<file path="src/rtl/demux_pkg.sv">
// demux_pkg: channel codes, round-robin state encoding and default width for demux_dispatcher
package demux_pkg;
  localparam int DEF_W = 16;
  localparam logic [1:0] CH_AUTO = 2'b00;
  localparam logic [1:0] CH1 = 2'b01;
  localparam logic [1:0] CH2 = 2'b10;
  localparam logic [1:0] CH3 = 2'b11;
  // States share the channel-code encoding so the pointer doubles as a target code
  typedef enum logic [1:0] {
    RR_CH1 = 2'b01,
    RR_CH2 = 2'b10,
    RR_CH3 = 2'b11
  } rr_e;
endpackage

</file>
<file path="src/rtl/demux_dispatcher_if.sv">
// demux_dispatcher_if: producer/consumer bundle of demux_dispatcher; cnt exists only with DEMUX_DISP_CNT_EN
interface demux_dispatcher_if import demux_pkg::*; #(parameter int W = DEF_W, parameter int NCH = 3);
  logic [W-1:0]     in_data;
  logic [1:0]       in_dest;
  logic             in_valid;
  logic             in_ready;
  logic [NCH*W-1:0] out_data;
  logic [NCH-1:0]   out_valid;
  logic [NCH-1:0]   out_ready;
  logic [1:0]       last_sel;
`ifdef DEMUX_DISP_CNT_EN
  logic [NCH*16-1:0] cnt;
  modport master (output in_data, in_dest, in_valid, out_ready, input in_ready, out_data, out_valid, last_sel, cnt);
  modport slave (input in_data, in_dest, in_valid, out_ready, output in_ready, out_data, out_valid, last_sel, cnt);
`else
  modport master (output in_data, in_dest, in_valid, out_ready, input in_ready, out_data, out_valid, last_sel);
  modport slave (input in_data, in_dest, in_valid, out_ready, output in_ready, out_data, out_valid, last_sel);
`endif
endinterface

</file>
<file path="src/rtl/demux_out_slot.sv">
// demux_out_slot: one-entry per-channel output register; delivered-word counter with DEMUX_DISP_CNT_EN
module demux_out_slot import demux_pkg::*; #(parameter int W = DEF_W) (
  input  logic         clk,
  input  logic         rst,
  input  logic         wr,
  input  logic [W-1:0] wr_data,
  input  logic         out_ready,
  output logic         out_valid,
  output logic [W-1:0] out_data,
  output logic         free
`ifdef DEMUX_DISP_CNT_EN
  ,
  output logic [15:0]  cnt
`endif
);
  assign free = !out_valid || out_ready;
  // A write wins over a drain so a same-cycle drain and refill keeps the slot valid
  always_ff @(posedge clk) begin
    if (rst) begin
      out_valid <= 1'b0;
      out_data <= '0;
    end else if (wr) begin
      out_valid <= 1'b1;
      out_data <= wr_data;
    end else if (out_ready) begin
      out_valid <= 1'b0;
    end
  end
`ifdef DEMUX_DISP_CNT_EN
  always_ff @(posedge clk) begin
    if (rst) cnt <= '0;
    else if (out_valid && out_ready) cnt <= cnt + 16'd1;
  end
`endif
endmodule

</file>
<file path="src/rtl/demux_dispatcher.sv">
// demux_dispatcher: valid/ready 1-to-3 word dispatcher, tag-directed or round-robin on tag 00.
// Optional per-channel delivered-word counters with DEMUX_DISP_CNT_EN.
module demux_dispatcher import demux_pkg::*; #(parameter int W = DEF_W, parameter int NCH = 3) (
  input logic clk,
  input logic rst,
  demux_dispatcher_if.slave bus
);
  rr_e rr;
  logic [1:0] tgt;
  logic [1:0] last_sel;
  logic [NCH-1:0] free, wr, ov;
  logic [NCH*W-1:0] od;
  logic acc;
`ifdef DEMUX_DISP_CNT_EN
  logic [NCH*16-1:0] cn;
  assign bus.cnt = cn;
`endif
  assign tgt = bus.in_dest != CH_AUTO ? bus.in_dest : rr;
  assign bus.in_ready = rst || free[tgt - 2'd1];
  assign acc = bus.in_valid && bus.in_ready && !rst;
  assign bus.out_valid = ov;
  assign bus.out_data = od;
  assign bus.last_sel = last_sel;
  genvar i;
  generate
    for (i = 0; i < NCH; i++) begin : g_slot
      assign wr[i] = acc && tgt == 2'(i + 1);
      demux_out_slot #(.W(W)) u_slot (
        .clk(clk),
        .rst(rst),
        .wr(wr[i]),
        .wr_data(bus.in_data),
        .out_ready(bus.out_ready[i]),
        .out_valid(ov[i]),
        .out_data(od[i*W +: W]),
        .free(free[i])
`ifdef DEMUX_DISP_CNT_EN
        ,
        .cnt(cn[i*16 +: 16])
`endif
      );
    end
  endgenerate
  // Pointer never skips a full channel: it moves only when its own channel took a word
  always_ff @(posedge clk) begin
    if (rst) begin
      rr <= RR_CH1;
      last_sel <= CH_AUTO;
    end else if (acc) begin
      last_sel <= tgt;
      if (bus.in_dest == CH_AUTO) rr <= rr == RR_CH3 ? RR_CH1 : rr_e'(rr + 2'd1);
    end
  end
endmodule
</file>
<file path="src/flat_wrapper.sv">
// flat-port wrapper written by rule: the top's interface ports become plain ports
module demux_dispatcher_flat import demux_pkg::*;
#(parameter int W = DEF_W, parameter int NCH = 3)
  (clk, rst, bus_in_data, bus_in_dest, bus_in_valid, bus_out_ready, bus_in_ready, bus_out_data, bus_out_valid, bus_last_sel);
  demux_dispatcher_if #(.W(W), .NCH(NCH)) bus_i ();
  input logic clk;
  input logic rst;
  input wire logic [$bits(bus_i.in_data)-1:0] bus_in_data;
  input wire logic [$bits(bus_i.in_dest)-1:0] bus_in_dest;
  input wire logic [$bits(bus_i.in_valid)-1:0] bus_in_valid;
  input wire logic [$bits(bus_i.out_ready)-1:0] bus_out_ready;
  output wire logic [$bits(bus_i.in_ready)-1:0] bus_in_ready;
  output wire logic [$bits(bus_i.out_data)-1:0] bus_out_data;
  output wire logic [$bits(bus_i.out_valid)-1:0] bus_out_valid;
  output wire logic [$bits(bus_i.last_sel)-1:0] bus_last_sel;
  assign bus_i.in_data = bus_in_data;
  assign bus_i.in_dest = bus_in_dest;
  assign bus_i.in_valid = bus_in_valid;
  assign bus_i.out_ready = bus_out_ready;
  assign bus_in_ready = bus_i.in_ready;
  assign bus_out_data = bus_i.out_data;
  assign bus_out_valid = bus_i.out_valid;
  assign bus_last_sel = bus_i.last_sel;
  demux_dispatcher #(.W(W), .NCH(NCH)) u_core (.clk(clk), .rst(rst), .bus(bus_i));
endmodule
</file>
<file path="config.mk">
export PLATFORM = sky130hd
export DESIGN_NAME = demux_dispatcher_flat
export DESIGN_NICKNAME = d
export VERILOG_FILES = /design/src/rtl/demux_pkg.sv /design/src/rtl/demux_dispatcher_if.sv /design/src/rtl/demux_out_slot.sv /design/src/rtl/demux_dispatcher.sv /design/src/flat_wrapper.sv
export SDC_FILE = /design/constraint.sdc
export NUM_CORES = 1
export LEC_CHECK = 0
export CAP_MARGIN = 20
export CORE_MARGIN = 2
export CORE_UTILIZATION = 40
export DETAILED_ROUTE_END_ITERATION = 7
export PLACE_DENSITY = 0.76
export SYNTH_ARGS = -nofsm -noshare
export SYNTH_HDL_FRONTEND = slang
export SYNTH_SLANG_ARGS = --single-unit
export TNS_END_PERCENT = 30
</file>
<file path="constraint.sdc">
create_clock -name clk -period 1.9 [get_ports clk]
set_input_delay 0.57 -clock clk [delete_from_list [all_inputs] [get_ports clk]]
set_output_delay 0.57 -clock clk [all_outputs]
set_load 0.05 [all_outputs]
</file>
==> impl_metrics.yaml, run 1 <==
setup_path:
  worst_path_max_delay_cell: "dfxtp_2"
  ff2ff_path_depth: 10
  crit_path_max_incr_delay_ns: 0.33
  cp.arrival_ns: 1.64
  endpoint_kind: "output port"
  rrSetupSlack_ns: 0.16
  critPathMaxFanout: 2
  path_cells: "and2b_1, o211ai_1, o31ai_2, or2_4, buf_12"
  critical_path_class: "register to output port"
  start_kind: "register"
  critPathRequiredTime_ns: 1.33
synthesis:
  synthesis.nets: 248
  ys_top_cells_by_area: "dfxtp_1, mux2i_1, nor2_1"
  synth-seq-area-share_pct: 51.49
  synth_most_common_cell: "dfxtp_1"
  ys_top_cells_by_count: "dfxtp_1, nor2_1, mux2i_1"
  ys.flop_type: "dfxtp_1"
  synth_area_mm2: 0.002138
  avgSynthCellArea_um2: 9.589
  synth_seq_cells: 55
  post-synth-top-area-cell: "dfxtp_1"
  ys_warn_count: 0
  synth.distinct_cells: 32
  synthArstFlopShare_pct: 0
  yosys.area.top_type_share_pct: 51.49
  synth_edf_count: 0
  synthCells: 223
timing:
  fin_ws_ns: -0.3054
  post-route-period-util_pct: 116.1
  max-slew-margin-rel_pct: 79.39
  fmax_ghz: 0.4534
  setup_viol: 1
  whs_ns: 0.4580
  rsz0062_at_grt: "yes"
  tightest_slew_ns: 0.3092
  final.setup.tns_ns: -0.3054
  clock_skew_ns: 0.008403
  finalHoldViolCount: 0
  fin_crit_ns: 2.205
  slew_viol_final: 0
cells_and_area:
  regArea_mm2: 0.001102
  syn2layout_area_growth_pct: 50.03
  num-fill-cells: 470
  antenna_cells: 0
  multi_input_area_um2: 988.4
  fin_cells: 394
  drive_above_1_share_pct: 34.57
  nets: 348
floorplan:
  floorplan.rows: 26
  fp.dieH_um: 77.12
  core_mm2: 0.005140
  io_pins: 78
  initial_core_util_pct: 41.60
  fp.dieArea_mm2: 0.005947
  die_x_um: 77.12
routing:
  wl_per_cell_um: 13.20
  route.detailed.drc: 0
  wirelength_um: 5202
  num_vias: 1831
  drt_iter0_drc: 35
  vias_per_cell: 4.647
  first_pass_iters: 4
  drtAntennaViolNets: 0
clock_tree:
  cts-root-buf: "clkbuf_8"
  cts.path.max_buffers: 2
  cts.clk_slew.worst_paths_ns: 0.09
  h-tree-depth: 2
  clk_latency_ns: 0.30
  cts.sinks: 55
  numCtsBuffers: 5
  cts_tree: "yes"
placed_design:
  gp_congestion: 0.7767
  dp_hpwl_um: 3708
  numPortBuffers: 77
  dp.cells: 380
grt:
  gr-total-overflow: 0
  antenna_found_initial: 0
  grt_pass1_wl_um: 8604
  grt_pass1_vias: 1815
  grtUsageTotal_pct: 17.71
  grt_max_degree: 31
power_and_ir_drop:
  leakage_nw: 1.491
  power.density_mw_per_mm2: 786.3
  vdd_drop_max_mv: 0.4946
run:
  drv_cap: 0
worst_hold_path:
  hold_path_class: "register to register"
  hold-path-cell-count: 2
outcome:
  violations: "setup timing"
  status: "complete, but fails checks"
-- what timing repair did --
item / 4_1_cts / 5_1_grt
resized for setup: 19 / 6
cloned: 0 / 1
setup buffers: 7 / 1
pin swaps: 4 / 4
endpoints found under the setup margin: 17 / 27
hold buffers: 0 / 0
-- power breakdown --
part           leakage, nW  internal, mW  total [mW]  switching [mW]
clock network       0.0654         0.527       0.893           0.367
registers            0.446          1.19        1.21          0.0195
logic                0.980         0.177       0.422           0.245
total                 1.49          1.89        2.52           0.631
-- sequential cells by signal, summed over array words and instances (netlist names) --
signal                          flops
u_core.g_slot.u_slot.out_data      48
u_core.g_slot.u_slot.out_valid      3
u_core.bus.last_sel                 2
u_core.rr                           2
-- per-stage QoR --
step                      power (mW)  utilization [%]  cell area (µm²)  setup WS [ns]
final                          2.523            62.41             3208        -0.3054
after global routing           2.623            62.41             3208        -0.3902
after CTS                      2.542            62.17             3196        -0.2496
after detailed placement       1.642            58.15             2989        -0.5785
after global placement         1.637            58.15             2989        -0.5375
after floorplan                1.471                -             2153       -0.03819
-- cell families after synthesis --
| kind of cell | share of synthesized area (%) |
|---|---|
| AOI/OAI and AO/OA | 8.778 |
| adders and majority gates | 0.5850 |
| buffers and inverters | 5.207 |
| and+or+nand+nor | 18.02 |
| DFF | 51.49 |
| muxes | 15.92 |
-- final cells by class --
class                      count  area share, %
clock inverter                 2          1.872
clock buffer                   6          2.262
tap                           70          2.730
sequential                    55          34.36
timing repair buffer         107          27.61
inverter                       3         0.3510
multi-input combinational    151          30.81
-- worst paths after layout --
kind                                                             to                                 from
worst max register to register  u_core.g_slot[1].u_slot.out_data[9]                         u_core.rr[0]
worst min register to register  u_core.g_slot[1].u_slot.out_data[8]  u_core.g_slot[1].u_slot.out_data[8]
worst min-delay path            u_core.g_slot[1].u_slot.out_data[8]  u_core.g_slot[1].u_slot.out_data[8]
worst max-delay path                                   bus_in_ready                         u_core.rr[0]
-- cells in the final DEF, fill, tap and decap left out, drive strengths merged, types with 2 or more instances in the layout --
master          n
clkdlybuf4s50  17
bufinv          2
inv             3
mux2i          34
dlygate4sd2     2
o21ai           3
dfxtp          55
o211ai          2
nor2           36
a21oi          22
buf            87
nand2b          6
nand2          33
nor2b           3
clkbuf          6
-- per-layer routing --
| metal | wire length (µm) | vias to the layer above | global-route usage, % |
|---|---|---|---|
| met1 | 2263 | 850 | 21.75 |
| met4 | 15 | 0 | 3.214 |
| met2 | 2678 | 42 | 31.23 |
| li1 | - | 937 | - |
| met5 | 0 | - | 0 |
| met3 | 245 | 2 | 4.941 |
-- worst max-delay path, delay by kind of cell (launching register included) --
| family | cells | cell delay (ns) |
|---|---|---|
| DFF | 1 | 0.33 |
| and+or+nand+nor | 2 | 0.46 |
| AOI/OAI and AO/OA | 2 | 0.40 |
| buffers and inverters | 1 | 0.15 |
Note: power is estimated with default switching activity, not from simulation.
==> run 2: changes to the inputs <==
- CORE_UTILIZATION: 40 -> 45
- DONT_BUFFER_PORTS: default -> 1
- PLACE_DENSITY: 0.76 -> default
- PLACE_DENSITY_LB_ADDON: default -> 0.3
==> impl_metrics.yaml, run 2 (synthesis gave the netlist of run 1 again) <==
floorplan:
  initial_core_util_pct: 45.88
  core_mm2: 0.004661
  fp.dieH_um: 72.94
  fp.dieArea_mm2: 0.005320
  floorplan.rows: 25
  die_x_um: 72.94
  io_pins: 78
cells_and_area:
  reg_top3: "u_core.g_slot.u_slot.out_data x48, u_core.g_slot.u_slot.out_valid x3"
  finalCoreUtilization_pct: 50.31
  largest_reg_flops: 48
  drive_above_1_share_pct: 15.09
  antenna_cells: 0
  nets: 256
  regArea_mm2: 0.001106
  final_common_cell: "dfxtp_1"
  num-fill-cells: 432
  top_register: "u_core.g_slot.u_slot.out_data"
  multi_input_area_um2: 940.9
  final_cell_mix: "dfxtp_1, nor2_1, mux2i_1, nand2_1, a21oi_1"
  syn2layout_area_growth_pct: 9.655
routing:
  num_vias: 1470
  wirelength_um: 4355
  drt_iter0_drc: 81
  vias_per_cell: 5.140
  wl_per_cell_um: 15.23
  route.detailed.drc: 0
  drtAntennaViolNets: 0
  first_pass_iters: 4
setup_path:
  critPathRequiredTime_ns: 1.33
  critical_path_class: "register to output port"
  critPathMaxFanout: 2
  start_kind: "register"
  endpoint_kind: "output port"
  ff2ff_path_depth: 5
  r2r_start: "u_core.rr[0]"
  cp.arrival_ns: 1.49
  rrSetupSlack_ns: 0.21
  rr_endpoint: "u_core.g_slot[0].u_slot.out_data[3]"
clock_tree:
  cts.sinks: 55
  hold_buffers: 0
  h-tree-depth: 2
  cts.path.max_buffers: 2
  cts-root-buf: "clkbuf_8"
  numCtsBuffers: 5
  clk_latency_ns: 0.30
  cts.clk_slew.worst_paths_ns: 0.10
  cts_tree: "yes"
timing:
  fin_crit_ns: 2.058
  final.setup.tns_ns: -0.1575
  setup_viol: 1
  max-slew-margin-rel_pct: 48.35
  rsz0062_at_grt: "yes"
  fmax_ghz: 0.4860
  tightest_slew_ns: 0.7711
  finalHoldViolCount: 0
  whs_ns: 0.3199
  fin_ws_ns: -0.1575
  clock_skew_ns: 0.006622
  post-route-period-util_pct: 108.3
  slew_viol_final: 0
grt:
  gr-total-overflow: 0
  grt_max_degree: 59
  grt_pass1_wl_um: 7107
  grt_pass1_vias: 1419
  grtUsageTotal_pct: 17.27
  antenna_found_initial: 0
run:
  drv_cap: 0
power_and_ir_drop:
  power.density_mw_per_mm2: 900.7
  vdd_drop_max_mv: 0.6064
  leakage_nw: 0.9800
outcome:
  status: "complete, but fails checks"
  violations: "setup timing"
worst_hold_path:
  hold_path_class: "input pin to register"
  hold-path-cell-count: 1
  worstHoldStart: "rst"
  min_to: "u_core.g_slot[1].u_slot.out_data[9]"
placed_design:
  dp_slack_ns: -0.001471
  dp_hpwl_um: 2895
  numPortBuffers: 0
  gp_congestion: 0.8176
## run 2: cell count changes in the layout (fill, tap and decap cells not counted), moves of 3 or more
cell             before  now
buf_4                78   14
clkdlybuf4s50_1      17    0
buf_2                 4    0
a21oi_1              19   22
a21oi_2               3    0
## run 2: area by class of cell
class | instances | area share, %
Sequential cell | 55 | 47.17
Multi-Input combinational cell | 151 | 40.13
Timing Repair Buffer | 15 | 5.336
Clock buffer | 5 | 2.935
Tap cell | 54 | 2.882
Clock inverter | 3 | 1.067
Inverter | 3 | 0.4803
## run 2: critical path: stages, from the launching register on
cell	delay [ns]
dfxtp_2	0.34
and2b_1	0.18
o211ai_1	0.23
o31ai_2	0.11
or2_4	0.32
## run 2: layer usage
metal / part of all wire [%] / global-route usage [%] / vias up
li1: - / - / 752
met1: 44 / 22.92 / 667
met2: 46 / 25.15 / 47
met3: 8.9 / 7.735 / 4
met4: 0.99 / 5.556 / 0
met5: 0 / 0 / -
## run 2: what timing repair did
action                                  in CTS  in global routing
setup buffers                                5                  0
resized for setup                            3                  0
endpoints found under the hold margin        0                  0
endpoints found under the setup margin       1                  1
pin swaps                                    2                  1
## run 2: power by group
part / switching, mW / internal (mW)
logic: 0.0740 / 0.0717
clock network: 0.385 / 0.264
registers: 0.130 / 1.19
total: 0.589 / 1.52
## run 2: stage by stage
step	instances	total power [mW]	cell area [µm²]
6_report	286	2.112	2345
5_1_grt	286	2.212	2345
4_1_cts	286	2.140	2345
3_5_place_dp	273	1.484	2208
3_3_place_gp	273	1.481	2208
2_1_floorplan	223	1.471	2153
## run 2: worst max-delay path by stage
stage                    to  slack [ns]  depth (start not counted)             start
3_3_place_gp   bus_in_ready        0.02                          4  bus_out_ready[2]
6_report       bus_in_ready       -0.16                          4      u_core.rr[0]
3_5_place_dp   bus_in_ready      -0.001                          4  bus_out_ready[2]
4_1_cts        bus_in_ready       -0.19                          4      u_core.rr[0]
2_1_floorplan  bus_in_ready       -0.04                          4    bus_in_dest[0]
5_1_grt        bus_in_ready       -0.21                          4      u_core.rr[0]
==> run 3: changes to the inputs <==
- PLACE_DENSITY_LB_ADDON: 0.3 -> default
- clock period: 1.9 -> 1.87 ns (I/O delays scaled with it)
==> impl_metrics.yaml, run 3 (synthesis gave the netlist of run 1 again) <==
outcome:
  status: "complete, but fails checks"
  violations: "setup timing"
power_and_ir_drop:
  p_clk_share_pct: 29.2
  total_power_mw: 2.098
  vdd_drop_max_mv: 0.4011
  seqPwrFrac_pct: 63.7
  power.density_mw_per_mm2: 896.7
  combPwrFrac_pct: 7.1
  p_int_mw: 1.535
  swShare_pct: 26.84
  leakage_nw: 0.9816
  p_switching_mw: 0.5631
grt:
  globalRouteMet3Util_pct: 7.597
  met1_usage_pct: 21.03
  gr-total-overflow: 0
  grt_max_degree: 59
  grt-busiest-layer: "met2"
  grt_pass1_vias: 1493
  grtUsageTotal_pct: 17.51
  grt_pass1_wl_um: 7107
  use_met2_pct: 28.28
  antenna_found_initial: 0
clock_tree:
  clk_latency_ns: 0.30
  cts_tree: "yes"
  cts.clk_slew.worst_paths_ns: 0.09
  cts-root-buf: "clkbuf_8"
  hold_buffers: 0
  h-tree-depth: 2
  cts.sinks: 55
  numCtsBuffers: 5
  cts.path.max_buffers: 2
cells_and_area:
  drive_above_1_share_pct: 14.72
  syn2layout_area_growth_pct: 9.421
  largest_reg_flops: 48
  final_common_cell: "dfxtp_1"
  finalCoreUtilization_pct: 50.20
  nets: 255
  top_register: "u_core.g_slot.u_slot.out_data"
  antenna_cells: 0
  final_cell_mix: "dfxtp_1, nor2_1, mux2i_1, nand2_1, a21oi_1"
  reg_top3: "u_core.g_slot.u_slot.out_data x48, u_core.g_slot.u_slot.out_valid x3"
  fin_area_mm2: 0.002340
routing:
  vias_per_cell: 5.172
  wl_per_cell_um: 15.67
  num_vias: 1474
  route.detailed.drc: 0
  drt_iter0_drc: 94
  first_pass_iters: 4
  drtAntennaViolNets: 0
  wirelength_um: 4466
timing:
  rsz0062_at_grt: "yes"
  fin_ws_ns: -0.1880
  tightest_slew_ns: 0.7986
  setup_viol: 1
  post-route-period-util_pct: 110.1
  fmax_ghz: 0.4859
  finalHoldViolCount: 0
  max-slew-margin-rel_pct: 46.51
  slew_viol_final: 0
  fin_crit_ns: 2.058
  clock_skew_ns: 0.008193
setup_path:
  crit_path_max_incr_delay_ns: 0.35
  critical-path-top-delay-family: "simple AND/OR/NAND/NOR gates"
  critical_path_class: "register to output port"
  worst_path_max_delay_cell: "dfxtp_4"
  critPathMaxFanout: 2
  endpoint_kind: "output port"
  ff2ff_path_depth: 6
  cp.arrival_ns: 1.50
  start_kind: "register"
  critPathRequiredTime_ns: 1.31
  rrSetupSlack_ns: 0.14
  rr_endpoint: "u_core.g_slot[0].u_slot.out_data[5]"
  r2r_start: "u_core.rr[1]"
  path_cells: "and2b_1, o211ai_1, o31ai_2, or2_4"
  critPathBufInv: 0
worst_hold_path:
  worstHoldStart: "rst"
  hold-path-cell-count: 1
  min_to: "u_core.g_slot[2].u_slot.out_valid"
  hold_path_class: "input pin to register"
floorplan:
  die_x_um: 72.94
  floorplan.rows: 25
  fp.dieH_um: 72.94
  io_pins: 78
  initial_core_util_pct: 45.88
  fp.dieArea_mm2: 0.005320
  core_mm2: 0.004661
placed_design:
  gp_congestion: 0.8294
  numPortBuffers: 0
  postPlaceCellArea_mm2: 0.002228
  dp_hpwl_um: 2996
run:
  drv_cap: 0
==> run 3: worst max path at each step <==
stage / start / slack [ns] / to / depth (start not counted)
5_1_grt: u_core.rr[0] / -0.27 / bus_in_ready / 4
6_report: u_core.rr[1] / -0.19 / bus_in_ready / 4
2_1_floorplan: bus_in_dest[0] / -0.05 / bus_in_ready / 4
4_1_cts: u_core.rr[0] / -0.21 / bus_in_ready / 4
3_5_place_dp: bus_out_ready[1] / -0.04 / bus_in_ready / 4
3_3_place_gp: bus_out_ready[1] / -0.03 / bus_in_ready / 4
==> run 3: worst reg2reg max path: cells and delay by family, from the launching register on <==
family          cells  cell delay [ns]
mux                 1             0.27
compound gates      1             0.64
simple gates        2             0.13
flops               1             0.35
buf+inv             2             0.24
==> run 3: final cells by class <==
class                           instances  area (µm²)
Inverter                                3       11.26
Tap cell                               54       67.56
Clock inverter                          3       15.01
Timing Repair Buffer                   14       130.1
Fill cell                             443        2321
Clock buffer                            5       68.82
Multi-Input combinational cell        151       940.9
Sequential cell                        55        1106
==> run 3: power by group through the flow <==
stage	clock network, mW	registers (mW)	logic [mW]
4_1_cts	0.648	1.34	0.150
2_1_floorplan	0	1.36	0.133
3_3_place_gp	0	1.37	0.141
6_report	0.613	1.34	0.148
5_1_grt	0.688	1.34	0.165
3_5_place_dp	0	1.37	0.143
==> run 3: timing repair <==
item / CTS / global route
resized for setup: 3 / 0
pin swaps: 2 / 1
endpoints found under the setup margin: 1 / 2
setup buffers: 3 / 0
==> run 3: per-layer routing <==
| metal | up-vias | routed length (µm) |
|---|---|---|
| met5 | - | 0 |
| li1 | 751 | - |
| met3 | 6 | 362 |
| met2 | 53 | 2113 |
| met1 | 664 | 1937 |
| met4 | 0 | 53 |
==> run 3: through the flow <==
stage	instances	hold WS, ns	worst slack, ns	TNS, ns
after floorplan	223	0.4846	-0.05019	-0.05019
after global placement	274	0.5242	-0.02875	-0.02875
after detailed placement	274	0.5293	-0.04169	-0.04169
after CTS	285	0.3047	-0.2133	-0.2133
after global routing	285	0.3043	-0.2668	-0.2687
final	285	0.3292	-0.1880	-0.1880
